**config.mk**
```make
export PLATFORM = sky130hd
export DESIGN_NAME = lfsr_ber_monitor
export DESIGN_NICKNAME = d
export VERILOG_FILES = /design/src/rtl/lfsr_ber_monitor_pkg.sv /design/src/rtl/lfsr_ber_monitor_sat_counter.sv /design/src/rtl/lfsr_ber_monitor.sv
export SDC_FILE = /design/constraint.sdc
export NUM_CORES = 1
export LEC_CHECK = 0
export ABC_CLOCK_PERIOD_IN_PS = 7600
export BUFFER_PORTS_ARGS = -buffer_cell sky130_fd_sc_hd__buf_2
export CAP_MARGIN = 40
export CORE_ASPECT_RATIO = 0.8
export CORE_MARGIN = 3
export CORE_UTILIZATION = 45
export CTS_BUF_LIST = sky130_fd_sc_hd__clkbuf_8 sky130_fd_sc_hd__clkbuf_16
export CTS_CLUSTER_SIZE = 8
export DETAILED_ROUTE_END_ITERATION = 7
export SLEW_MARGIN = 10
export SYNTH_ARGS = -nofsm -noshare
export SYNTH_HDL_FRONTEND = slang
export SYNTH_SLANG_ARGS = --single-unit
```
**constraint.sdc**
```tcl
create_clock -name clk -period 7.6 [get_ports clk]
set_clock_uncertainty 0.2 [all_clocks]
set_input_delay 1.52 -clock clk [delete_from_list [all_inputs] [get_ports clk]]
set_output_delay 1.52 -clock clk [all_outputs]
set_load 0.005 [all_outputs]
```
**src/rtl/lfsr_ber_monitor_pkg.sv**
```systemverilog
// Shared types and default sizing for the BER monitor slice.
// State encoding matches the link-state field reported to software.
package lfsr_ber_monitor_pkg;

    localparam int unsigned STATE_W      = 2;
    localparam int unsigned DEF_CNT_W    = 32;
    localparam int unsigned DEF_LOL_W    = 16;
    localparam int unsigned DEF_WIN_LOG2 = 10;
    localparam int unsigned DEF_ERR_THR  = 8;

    typedef enum logic [STATE_W-1:0] {
        ST_IDLE     = 2'd0,
        ST_TRACK    = 2'd1,
        ST_DEGRADED = 2'd2
    } state_e;

    function automatic logic state_is_active(input state_e s);
        return (s != ST_IDLE);
    endfunction

endpackage

```
**src/rtl/lfsr_ber_monitor_sat_counter.sv**
```systemverilog
// Saturating up-counter with synchronous clear; exposes next value for snapshots.
module lfsr_ber_monitor_sat_counter #(
    parameter int unsigned W = 8
) (
    input  logic         clk,
    input  logic         rst_n_i,
    input  logic         clr_i,
    input  logic         inc_en_i,
    input  logic         inc_i,
    output logic [W-1:0] d_o,
    output logic [W-1:0] q_o
);

    localparam logic [W-1:0] ONE = W'(1);
    localparam logic [W-1:0] MAX = {W{1'b1}};

    logic [W-1:0] cnt_q;
    logic [W-1:0] cnt_d;

    // Next-count: clear wins, then increment unless already saturated.
    always_comb begin
        cnt_d = cnt_q;
        if (clr_i) begin
            cnt_d = '0;
        end else if (inc_en_i && inc_i && (cnt_q != MAX)) begin
            cnt_d = cnt_q + ONE;
        end else begin
            cnt_d = cnt_q;
        end
    end

    // Count register.
    always_ff @(posedge clk or negedge rst_n_i) begin
        if (!rst_n_i) begin
            cnt_q <= '0;
        end else begin
            cnt_q <= cnt_d;
        end
    end

    assign d_o = cnt_d;
    assign q_o = cnt_q;

endmodule

```
**src/rtl/lfsr_ber_monitor.sv**
```systemverilog
// Link statistics for the LFSR checker: bit/error/loss-of-lock counts,
// windowed error-rate link FSM, sticky alarm and atomic counter snapshot.
module lfsr_ber_monitor
    import lfsr_ber_monitor_pkg::*;
#(
    parameter int unsigned CNT_W    = DEF_CNT_W,
    parameter int unsigned LOL_W    = DEF_LOL_W,
    parameter int unsigned WIN_LOG2 = DEF_WIN_LOG2,
    parameter int unsigned ERR_THR  = DEF_ERR_THR
) (
    input  logic               clk,
    input  logic               i_rst_n,
    input  logic               i_soft_reset,
    input  logic               i_valid,
    input  logic               i_err,
    input  logic               i_lock,
    input  logic               i_snap,
    output logic [CNT_W-1:0]   o_bit_cnt,
    output logic [CNT_W-1:0]   o_err_cnt,
    output logic [LOL_W-1:0]   o_lol_cnt,
    output logic               o_snap_valid,
    output logic [STATE_W-1:0] o_state,
    output logic               o_degraded,
    output logic               o_alarm
);

    localparam int unsigned   WB_W     = WIN_LOG2 + 1;
    localparam int unsigned   WE_W     = WB_W + 1;
    localparam logic [WB_W-1:0] WB_ONE   = WB_W'(1);
    localparam logic [WB_W-1:0] WIN_LAST = WB_W'((1 << WIN_LOG2) - 1);
    localparam logic [WE_W-1:0] THR      = WE_W'(ERR_THR);

    state_e             state_q;
    logic [WB_W-1:0]    win_bits_q;
    logic               degraded_q;
    logic               alarm_q;

    logic [CNT_W-1:0]   bit_cnt_d, bit_cnt_q;
    logic [CNT_W-1:0]   err_cnt_d, err_cnt_q;
    logic [LOL_W-1:0]   lol_cnt_d, lol_cnt_q;
    logic [WB_W-1:0]    win_errs_d, win_errs_q;

    logic [CNT_W-1:0]   bit_snap_q;
    logic [CNT_W-1:0]   err_snap_q;
    logic [LOL_W-1:0]   lol_snap_q;
    logic               snap_valid_q;

    logic               active_s;
    logic               counted_s;
    logic               lock_loss_s;
    logic               lock_acq_s;
    logic               win_end_s;
    logic               win_clr_s;
    logic [WE_W-1:0]    win_errs_sum_s;
    logic               win_bad_s;
    logic               unused_s;

    // Event decode for the current cycle.
    always_comb begin
        active_s       = state_is_active(state_q);
        counted_s      = i_valid & i_lock & active_s;
        lock_loss_s    = ~i_lock & active_s;
        lock_acq_s     = i_lock & ~active_s;
        win_end_s      = counted_s & (win_bits_q == WIN_LAST);
        win_clr_s      = i_soft_reset | lock_acq_s | lock_loss_s | win_end_s;
        // The closing bit's own error must take part in the threshold compare.
        win_errs_sum_s = {1'b0, win_errs_q} + {{WB_W{1'b0}}, (counted_s & i_err)};
        win_bad_s      = (win_errs_sum_s >= THR);
    end

    lfsr_ber_monitor_sat_counter #(.W(CNT_W)) u_bit_cnt (
        .clk      (clk),
        .rst_n_i  (i_rst_n),
        .clr_i    (i_soft_reset),
        .inc_en_i (counted_s),
        .inc_i    (1'b1),
        .d_o      (bit_cnt_d),
        .q_o      (bit_cnt_q)
    );

    lfsr_ber_monitor_sat_counter #(.W(CNT_W)) u_err_cnt (
        .clk      (clk),
        .rst_n_i  (i_rst_n),
        .clr_i    (i_soft_reset),
        .inc_en_i (counted_s),
        .inc_i    (i_err),
        .d_o      (err_cnt_d),
        .q_o      (err_cnt_q)
    );

    lfsr_ber_monitor_sat_counter #(.W(LOL_W)) u_lol_cnt (
        .clk      (clk),
        .rst_n_i  (i_rst_n),
        .clr_i    (i_soft_reset),
        .inc_en_i (lock_loss_s),
        .inc_i    (1'b1),
        .d_o      (lol_cnt_d),
        .q_o      (lol_cnt_q)
    );

    lfsr_ber_monitor_sat_counter #(.W(WB_W)) u_win_errs (
        .clk      (clk),
        .rst_n_i  (i_rst_n),
        .clr_i    (win_clr_s),
        .inc_en_i (counted_s),
        .inc_i    (i_err),
        .d_o      (win_errs_d),
        .q_o      (win_errs_q)
    );

    assign unused_s = ^{bit_cnt_q, err_cnt_q, lol_cnt_q, win_errs_d};

    // Link FSM with window bit counter, degraded flag and sticky alarm.
    always_ff @(posedge clk or negedge i_rst_n) begin
        if (!i_rst_n) begin
            state_q    <= ST_IDLE;
            win_bits_q <= '0;
            degraded_q <= 1'b0;
            alarm_q    <= 1'b0;
        end else if (i_soft_reset) begin
            state_q    <= ST_IDLE;
            win_bits_q <= '0;
            degraded_q <= 1'b0;
            alarm_q    <= 1'b0;
        end else begin
            case (state_q)
                ST_IDLE: begin
                    if (i_lock) begin
                        state_q    <= ST_TRACK;
                        win_bits_q <= '0;
                        degraded_q <= 1'b0;
                    end else begin
                        state_q    <= ST_IDLE;
                    end
                end
                ST_TRACK, ST_DEGRADED: begin
                    if (!i_lock) begin
                        state_q    <= ST_IDLE;
                        win_bits_q <= '0;
                        degraded_q <= 1'b0;
                        alarm_q    <= 1'b1;
                    end else if (win_end_s) begin
                        state_q    <= win_bad_s ? ST_DEGRADED : ST_TRACK;
                        degraded_q <= win_bad_s;
                        win_bits_q <= '0;
                    end else if (counted_s) begin
                        win_bits_q <= win_bits_q + WB_ONE;
                    end else begin
                        win_bits_q <= win_bits_q;
                    end
                end
                default: begin
                    state_q    <= ST_IDLE;
                    win_bits_q <= '0;
                    degraded_q <= 1'b0;
                end
            endcase
        end
    end

    // Snapshot capture of next-state counters so cycle-N updates are included.
    always_ff @(posedge clk or negedge i_rst_n) begin
        if (!i_rst_n) begin
            bit_snap_q   <= '0;
            err_snap_q   <= '0;
            lol_snap_q   <= '0;
            snap_valid_q <= 1'b0;
        end else if (i_soft_reset) begin
            bit_snap_q   <= '0;
            err_snap_q   <= '0;
            lol_snap_q   <= '0;
            snap_valid_q <= 1'b0;
        end else if (i_snap) begin
            bit_snap_q   <= bit_cnt_d;
            err_snap_q   <= err_cnt_d;
            lol_snap_q   <= lol_cnt_d;
            snap_valid_q <= 1'b1;
        end else begin
            snap_valid_q <= 1'b0;
        end
    end

    assign o_bit_cnt    = bit_snap_q;
    assign o_err_cnt    = err_snap_q;
    assign o_lol_cnt    = lol_snap_q;
    assign o_snap_valid = snap_valid_q;
    assign o_state      = state_q;
    assign o_degraded   = degraded_q;
    assign o_alarm      = alarm_q;

endmodule

```
==> run summary <==
Reg2reg setup slack - 4.03 ns
Critical Path Start - i_lock
Total global-route track usage - 20.3%
Peak VDD IR - 0.000160 V
# fillers - 1891
Initial drt markers - 415
CTS tree - built
Critical R2R Capture - o_err_cnt[17]$_DFFE_PN0P_
Worst Max-Slew Pin Slew - 0.910 ns
Bufs and invs on worst path - 2
Clk_lat worst skew - 0.44 ns
Max_cap viols - 0
Synth Area per Inst - 9.83 um^2
Synth top area cells - dfrtp_1 (51%), nor2_1 (6.1%), a311oi_1 (3.8%)
FP Rows - 46
First-pass GRT wire length - 36.6 mm
Minimum clock period - 3.96 ns
Cell taking the most area after synthesis - dfrtp_1
Critical path launch point type - primary input
Clk slew on worst S/H paths - 0.08 ns
Mapped Area - 0.00916 mm^2
CTS Hold Bufs - 0
Vias in the first global route - 7012
Crit path DAT - 4.10 ns
CTS sink cnt - 187
Placed cell count - 1239
Fin. Hold Viols - 0
DRC viols - 0
I/O pins - 92
Slew Limit Headroom - 38.8%
Syn Nets - 949
Per-cell routed wire length - 16.9 um
Async set-reset flop share out of synthesis - 100%
Die area - 0.0221 mm^2
Post-CTS setup buffers - 0
Post-route non-filler standard cell count - 1272
Layout cells sized above 1 - 14.0%
Hpwl dp - 14.2 mm
Area occupied by multi-input gates - 0.00422 mm^2
Power Dens Cells - 200 mW/mm^2
R2r startpoint - o_state[0]$_DFFE_PN0P_
Vias/cell - 5.81
Sequential cell area fraction in the yosys report - 51.1%
Die H - 134 um
Aggregate global routing overflow - 0
Largest net degree at the start of global routing - 88
CP endpoint kind - flop
CP Cell Sequence - buf_2 > nand4b_1 > inv_1 > nand3_2 > nand2b_1 > or4_1 > a311oi_1
Final TNS setup - 0 ns
RD Place Congestion - 0.844
WL final - 21.5 mm
Fin. max-slew vios - 0
Fin util - 52.3%
Via count - 7391
Post-synthesis register bit count - 187
Nets - 1012
Tcrit/Tclk final - 52.1%
# diodes - 0
Initial antenna violation count - 0
Reg2reg path depth - 8
Core area - 0.0199 mm^2
Remaining antenna violation count - 0
Unrepaired setup endpoints after global routing - false
Final setup vio count - 0
Synth top area share - 51.1%
Crit Path Class - in2reg
I/O Buffers - 91
Max incr delay on CP - 0.64 ns
Drt first pass iters - 5
Crit-path max FO - 16
CP max-delay cell - inv_1
Critical path's top delay family - simple AND/OR/NAND/NOR gates
Hold WS - 0.297 ns
Inserted Clock Buffers - 17
Critical path depth in cells - 7
Post-CTS resize count - 0
Synth Instances - 932
P&R area growth vs syn - 13.8%
Longest Clk Path Bufs - 2
H-tree Lvls - 4
Achievable frequency - 0.252 GHz
Yosys cell types - 59
Initial Util - 46.0%
CP required - 7.74 ns
DIE WIDTH - 166 um
Status - finished clean
Seq. cell area - 0.00468 mm^2
Ys flop type - dfrtp_1
Leakage power - 0.00451 uW
Yosys Warn Count - 0
CTS Root Cell - clkbuf_16
Hold crit path type - reg2reg
EDFF count, synth - 0
Crit path capture - o_err_cnt[17]$_DFFE_PN0P_
[cell usage in the layout (no fill, tap or decap), types with 6 or more instances in the layout]
master	n
and4_1	20
ha_1	10
nor3_1	9
nor4_1	7
nor2_1	149
dfrtp_1	187
a21oi_1	43
nand2_1	41
nand4_1	41
or4_1	7
a211oi_1	42
and3_1	19
clkbuf_16	17
buf_4	6
o31ai_1	10
o21ai_0	39
xor2_1	32
o211ai_1	9
nand3_1	29
or3_1	35
inv_1	14
buf_2	89
a311oi_1	40
and2_1	7
xnor2_1	19
[registers in the layout, summed over array words and instances, names as in the netlist, 2 cells and up]
register	count
o_bit_cnt	32
u_win_errs.q_o	11
o_lol_cnt	16
o_err_cnt	32
u_err_cnt.q_o	32
u_lol_cnt.q_o	16
win_bits_q	11
u_bit_cnt.q_o	32
o_state	2
[how the worst min path moves through the flow]
stage,start,end,slack (ns),depth (start not counted)
after floorplan,o_bit_cnt[26]$_DFFE_PN0P_,o_bit_cnt[26]$_DFFE_PN0P_,0.27,2
after global placement,o_bit_cnt[26]$_DFFE_PN0P_,o_bit_cnt[26]$_DFFE_PN0P_,0.28,2
after detailed placement,o_bit_cnt[26]$_DFFE_PN0P_,o_bit_cnt[26]$_DFFE_PN0P_,0.29,2
after CTS,o_bit_cnt[26]$_DFFE_PN0P_,o_bit_cnt[26]$_DFFE_PN0P_,0.30,2
after global routing,win_bits_q[9]$_DFFE_PN0P_,win_bits_q[9]$_DFFE_PN0P_,0.34,1
final,o_bit_cnt[26]$_DFFE_PN0P_,o_bit_cnt[26]$_DFFE_PN0P_,0.30,2
[worst register-to-register path, stage by stage (launching register included)]
cell      delay, ns
dfrtp_1        0.39
inv_1          0.07
ha_1           0.29
nand4b_1       0.57
inv_1          0.64
nand3_2        0.23
nand2b_1       0.27
or4_1          0.55
a311oi_1       0.27
[cell families after synthesis]
logic type / count (synthesis) / share of synthesized area, %
fa+ha+maj: 10 / 1.37
simple gates: 386 / 22.2
buf+inv: 69 / 2.87
flops: 187 / 51.1
compound gates: 225 / 17.2
mux: 4 / 0.437
xor+xnor: 51 / 4.88
[cell type report]
type                       instances  area share (%)
multi-input combinational        676            40.5
clock buffer                      18            4.21
timing repair buffer              99            5.21
inverter                          14           0.504
clock inverter                    14            1.52
tap                              264            3.17
sequential                       187            44.9
[power breakdown]
group / internal, uW / switching, uW / total, uW
clock: 502 / 417 / 919
combinational: 41.9 / 89.0 / 131
sequential: 1020 / 13.8 / 1030
total: 1560 / 520 / 2080
[layer usage]
layer	routed length [um]	GRT usage (%)
met1	10700	30.6
met2	9630	30.0
met3	988	4.51
met4	139	4.16
met5	0	0
[metrics by stage]
stage	cell area, um^2	total power [uW]	setup WS [ns]
floorplan	9160	1120	4.14
global placement	9780	1180	3.35
detailed placement	9820	1180	3.22
CTS	10400	2110	3.69
global route	10400	2170	3.42
finish	10400	2080	3.64
[cell usage after synthesis (5+ instances only)]
cell type	instances
or3_1	35
nor3_1	9
ha_1	10
nand3_1	29
a31oi_1	5
dfrtp_1	187
a21oi_1	43
a2111oi_0	5
inv_1	14
a211oi_1	42
xor2_1	32
and3_1	19
nor2_1	149
o21ai_0	39
clkbuf_1	51
o211ai_1	9
a311oi_1	40
and4_1	20
o31ai_1	10
nand2_1	41
and2_1	7
xnor2_1	19
or4_1	7
nor4_1	7
nand4_1	41
No activity file was read; power rests on OpenSTA's default activity.
